## src/rtl/hqm_qed_rf_pg_fifo_ctl.sv

```systemverilog
// hqm_qed_rf_pg_fifo_ctl
// Push/pop FIFO front-end for a power-gated two-port register file. Entries
// are stored in the RF. A 2-deep skid buffer behind the RF read port hides
// the 1-cycle read latency, so the consumer gets one pop per cycle. The power
// FSM walks the RF power-enable daisy-chain and only gates the array once the
// FIFO is completely empty.
module hqm_qed_rf_pg_fifo_ctl #(
    parameter int DEPTH  = 4,
    parameter int DWIDTH = 45,
    parameter int AWIDTH = 2
) (
    input  logic              clk,
    input  logic              rst_n,
    input  logic              pwr_req_on,
    output logic              pwr_on,
    input  logic              push,
    input  logic [DWIDTH-1:0] push_data,
    output logic              push_rdy,
    output logic              pop_v,
    output logic [DWIDTH-1:0] pop_data,
    input  logic              pop_taken,
    output logic [AWIDTH+1:0] cnt,
    output logic              err_push_drop,
    output logic              rf_we,
    output logic [AWIDTH-1:0] rf_waddr,
    output logic [DWIDTH-1:0] rf_wdata,
    output logic              rf_re,
    output logic [AWIDTH-1:0] rf_raddr,
    input  logic [DWIDTH-1:0] rf_rdata,
    output logic              rf_pwr_enable_b_in,
    input  logic              rf_pwr_enable_b_out,
    output logic              rf_pgcb_isol_en
);

    localparam logic [AWIDTH:0] MEM_FULL = (AWIDTH+1)'(DEPTH);

    typedef enum logic [2:0] {
        ST_OFF,
        ST_PUP,
        ST_DEISO,
        ST_ON,
        ST_PDN,
        ST_WAIT_OFF
    } pwr_state_e;

    pwr_state_e        state, state_nxt;
    logic              on;

    logic [AWIDTH-1:0] wptr, rptr;
    logic [AWIDTH:0]   mem_cnt;      // written to the RF, not yet read
    logic              rd_inflight;  // rf_rdata is valid this cycle

    logic [1:0]        obuf_cnt;
    logic              obuf_hd, obuf_tl;
    logic [DWIDTH-1:0] obuf_data [2];

    logic              pop;
    logic [2:0]        rd_occ;

    assign on  = (state == ST_ON);
    assign pop = pop_taken & pop_v;

    // Write side: accept whenever powered and the RF has a free slot
    assign push_rdy = on && (mem_cnt < MEM_FULL);
    assign rf_we    = push & push_rdy;
    assign rf_waddr = wptr;
    assign rf_wdata = rf_we ? push_data : '0;

    // Read side: issue a read only if the skid buffer still has room once the
    // read in flight lands and this cycle's pop leaves. Comparing against
    // 2+pop keeps the arithmetic unsigned.
    assign rd_occ   = 3'(obuf_cnt) + 3'(rd_inflight);
    assign rf_re    = on && (mem_cnt != '0) && (rd_occ < (3'd2 + 3'(pop)));
    assign rf_raddr = rptr;

    assign pop_v    = (obuf_cnt != 2'd0);
    assign pop_data = obuf_data[obuf_hd];

    assign cnt = (AWIDTH+2)'(mem_cnt) + (AWIDTH+2)'(rd_inflight) + (AWIDTH+2)'(obuf_cnt);

    // RF pointers, occupancy and read-valid pipeline
    always_ff @(posedge clk or negedge rst_n) begin
        if (!rst_n) begin
            wptr        <= '0;
            rptr        <= '0;
            mem_cnt     <= '0;
            rd_inflight <= 1'b0;
        end else begin
            if (rf_we) wptr <= wptr + 1'b1;
            if (rf_re) rptr <= rptr + 1'b1;
            case ({rf_we, rf_re})
                2'b10:   mem_cnt <= mem_cnt + 1'b1;
                2'b01:   mem_cnt <= mem_cnt - 1'b1;
                default: mem_cnt <= mem_cnt;
            endcase
            rd_inflight <= rf_re;
        end
    end

    // Skid buffer: RF read data lands at the tail, the consumer pops the head
    always_ff @(posedge clk or negedge rst_n) begin
        if (!rst_n) begin
            obuf_cnt <= 2'd0;
            obuf_hd  <= 1'b0;
            obuf_tl  <= 1'b0;
            for (int i = 0; i < 2; i++) obuf_data[i] <= '0;
        end else begin
            if (rd_inflight) begin
                obuf_data[obuf_tl] <= rf_rdata;
                obuf_tl            <= ~obuf_tl;
            end
            if (pop) obuf_hd <= ~obuf_hd;
            obuf_cnt <= obuf_cnt + 2'(rd_inflight) - 2'(pop);
        end
    end

    // Sticky drop flag: a push the FIFO could not take
    always_ff @(posedge clk or negedge rst_n) begin
        if (!rst_n) err_push_drop <= 1'b0;
        else if (push && !push_rdy) err_push_drop <= 1'b1;
    end

    // Power FSM state register
    always_ff @(posedge clk or negedge rst_n) begin
        if (!rst_n) state <= ST_OFF;
        else        state <= state_nxt;
    end

    // Power FSM next state and power/isolation pins
    always_comb begin
        state_nxt          = state;
        pwr_on             = 1'b0;
        rf_pwr_enable_b_in = 1'b1;
        rf_pgcb_isol_en    = 1'b1;
        case (state)
            ST_OFF: begin
                if (pwr_req_on) state_nxt = ST_PUP;
            end
            ST_PUP: begin
                // A dropped request is ignored here; ON handles the power-down
                rf_pwr_enable_b_in = 1'b0;
                if (!rf_pwr_enable_b_out) state_nxt = ST_DEISO;
            end
            ST_DEISO: begin
                rf_pwr_enable_b_in = 1'b0;
                state_nxt          = ST_ON;
            end
            ST_ON: begin
                pwr_on             = 1'b1;
                rf_pwr_enable_b_in = 1'b0;
                rf_pgcb_isol_en    = 1'b0;
                // A write landing this cycle would be lost, so it holds us in ON
                if (!pwr_req_on && (cnt == '0) && !rf_we) state_nxt = ST_PDN;
            end
            ST_PDN: begin
                rf_pwr_enable_b_in = 1'b0;
                state_nxt          = ST_WAIT_OFF;
            end
            ST_WAIT_OFF: begin
                if (rf_pwr_enable_b_out) state_nxt = ST_OFF;
            end
            default: begin
                state_nxt = ST_OFF;
            end
        endcase
    end

endmodule

```

## config.mk

```make
export PLATFORM = sky130hd
export DESIGN_NAME = hqm_qed_rf_pg_fifo_ctl
export DESIGN_NICKNAME = d
export VERILOG_FILES = /design/src/rtl/hqm_qed_rf_pg_fifo_ctl.sv
export SDC_FILE = /design/constraint.sdc
export NUM_CORES = 1
export LEC_CHECK = 0
export CAP_MARGIN = 30
export CORE_MARGIN = 5
export CORE_UTILIZATION = 44
export CTS_CLUSTER_SIZE = 8
export DETAILED_ROUTE_END_ITERATION = 8
export PLACE_DENSITY = 0.91
export SLEW_MARGIN = 20
export SYNTH_ARGS = -nofsm -noshare
export SYNTH_HDL_FRONTEND = slang
export SYNTH_SLANG_ARGS = --single-unit
```

## constraint.sdc

```tcl
create_clock -name clk -period 3 [get_ports clk]
set_input_delay 0.6 -clock clk [delete_from_list [all_inputs] [get_ports clk]]
set_output_delay 0.6 -clock clk [all_outputs]
set_load 0.05 [all_outputs]
```

==> impl_metrics.csv <==
group,metric,value,unit
logic_synthesis,syn_inst,380,
critical_path,path_buf_inv,3,
clock_network,post_cts_buffers,0,
critical_path,critPathMaxStageDelay,0.45,ns
sta,finalSetupViolations,0,
layout,num_antenna_cells,0,
place,dpl.hpwl,11060,um
drt,drt_pre_antenna_iters,4,
global_routing,antenna_found_initial,0,
sta,hold_viol_final,0,
global_routing,grtUsageTotal,20.69,%
logic_synthesis,ys_seq_area_share,51.62,%
layout,ff_latch_area,2654,um^2
place,dp_slack,0.2402,ns
critical_path,cp_max_fo,5,
clock_network,cts_buffers,9,
sta,clock.fmax,369.7,MHz
clock_network,clk_pin_slew,0.07,ns
floorplanning,ios,202,
layout,final_common_cell,"clkdlybuf4s50_1",
sta,setup_ws,0.2948,ns
place,place_area,7745,um^2
min_path,holdCritPathClass,"in -> async",
clock_network,cts_tree,"built",
logic_synthesis,yosys_register_bits,106,
logic_synthesis,synthesis.area,5139,um^2
drt,vias,3677,
layout,drive_gt1_share,37.29,%
clock_network,ctsHtreeMaxLevel,3,
layout,final_cell_mix,"clkdlybuf4s50_1 (149), mux2_2 (135), dfrtp_1 (105)",
run,cap_violations,0,
floorplanning,fp-row-count,39,
sta,fin_skew,0.003156,ns
critical_path,cp.arrival,2.11,ns
layout,synthToLayoutAreaGrowth,57.15,%
critical_path,start_kind,"flip-flop",
drt,wl_met3,992,um
critical_path,required,2.40,ns
drt,wl_per_cell,19.73,um
outcome,status,"finished, final reports clean",
global_routing,grt_max_degree,56,
logic_synthesis,avgSynthCellArea,13.52,um^2
sta,rsz0062_at_grt,"false",
critical_path,cp_top_family,"adder cells",
drt,top_layer_used,"met4",
layout,multi_input_area,2305,um^2
layout,finalInstanceArea,8075,um^2
place,gp_congestion,0.8502,
floorplanning,die_h,118.1,um
drt,viasPerCell,5.072,
drt,wl_met1,5433,um
clock_network,clockBufferDepth,2,
logic_synthesis,ys_types,32,
layout,layout.nets,682,
global_routing,grt_pass1_wl,22850,um
layout,n_fill_cell,776,
drt,drt_iter0_markers,113,
sta,tightest_slew,0.7350,ns
global_routing,overflow,0,
clock_network,clk_latency,0.33,ns
critical_path,crit_slowest_cell,"dfrtp_1",
floorplanning,die_area,13940,um^2
clock_network,post_cts_resized,0,
sta,report.final.slew_viol_count,0,
sta,tns,0,ns
clock_network,cts_hold_repair.buffers,0,
drt,wl_met2,7506,um
sta,finalCritPeriodShare,90.17,%
global_routing,grt_pass1_vias,4082,
logic_synthesis,syn_nets,485,
floorplanning,initial_utilization,45.00,%
critical_path,end_kind,"output port",
drt,drcViolationCount,0,
critical_path,crit_type,"reg -> out",
critical_path,path_cells,"inv_1 > fa_1 > inv_1 > fa_1 > buf_4",
clock_network,clock_sinks,106,
clock_network,cts_root_buf,"clkbuf_16",
floorplanning,die_w,118.1,um
logic_synthesis,synth.yosys.warnings,0,
sta,max_slew_margin,50.83,%
place,port_buffers,201,
drt,antenna_left,0,
floorplanning,core,11420,um^2
sta,period_needed,2.705,ns
drt,routed_wl,14300,um
-- synth_stat cells --
cell type,count,share of area [%]
mux2_2,135,30
dfrtp_1,106,52
and2_1,46,5.6
buf_2,13,1.3
inv_1,11,0.80
xnor2_1,8,1.4
ha_1,6,1.5
xor2_1,6,1.0
nand2_1,5,0.37
nor2_1,5,0.37
o21ai_0,5,0.49
buf_4,4,0.58
buf_6,4,0.88
fa_1,3,1.2
nor3_1,3,0.29
nand3_1,2,0.19
nand3b_1,2,0.29
nor2b_1,2,0.24
a211oi_1,1,0.15
a21oi_1,1,0.097
a22oi_1,1,0.15
clkbuf_1,1,0.073
inv_2,1,0.073
mux2i_1,1,0.19
nand2b_1,1,0.12
nand3b_4,1,0.39
nor2_2,1,0.12
nor3b_4,1,0.37
nor4_2,1,0.24
o21a_1,1,0.15
o31a_1,1,0.17
or2_2,1,0.12
-- kinds of logic after synthesis --
group | count (synthesis) | synth area share (%)
simple gates | 71 | 8.717
compound gates | 10 | 1.193
buf+inv | 34 | 3.676
fa+ha+maj | 9 | 2.630
flops | 106 | 51.62
mux | 136 | 29.78
xor+xnor | 14 | 2.386
-- flip-flops by register name, summed over array words and instances (netlist names) --
name and count:
obuf_tl 1, state 3, rf_raddr 2, obuf_data 90, obuf_hd 1, err_push_drop 1, obuf_cnt 2, rd_inflight 1
mem_cnt 3, rf_waddr 2
-- worst paths after layout --
kind / startpoint / endpoint / cells after the start / slack [ns]
max: rd_inflight / cnt[1] / 5 / 0.29
min: rst_n / obuf_data[39] / 1 / 0.30
max reg2reg: rd_inflight / mem_cnt[2] / 10 / 0.54
min reg2reg: err_push_drop / err_push_drop / 1 / 0.47
max in group asynchronous: rst_n / obuf_data[65] / 2 / 1.95
min in group clk: err_push_drop / err_push_drop / 1 / 0.47
-- metal layers --
layer / up-vias / track usage, %
li1: 1687 / -
met1: 1819 / 22.72
met2: 151 / 37.27
met3: 20 / 6.824
met4: 0 / 6.953
met5: - / 0
-- cell type report --
cell class              instances  area share [%]
clock buffers                  10           2.959
inverters                      12          0.5578
clock inverters                 6           1.100
multi-input cells             240           28.54
flip-flops and latches        106           32.86
repair buffers                208           31.76
well taps                     143           2.216
-- metrics by stage --
step | util (%) | hold WS (ns) | cells
6_report | 70.72 | 0.2993 | 725
5_1_grt | 70.72 | 0.3512 | 725
4_1_cts | 70.70 | 0.3071 | 725
3_5_place_dp | 67.83 | 0.4512 | 709
3_3_place_gp | 67.83 | 0.4555 | 709
2_1_floorplan | - | 0.3044 | 380
Power is left out: the tool's default activity adds up to more than one toggle a clock period on the data nets, which glitch-free logic cannot reach.
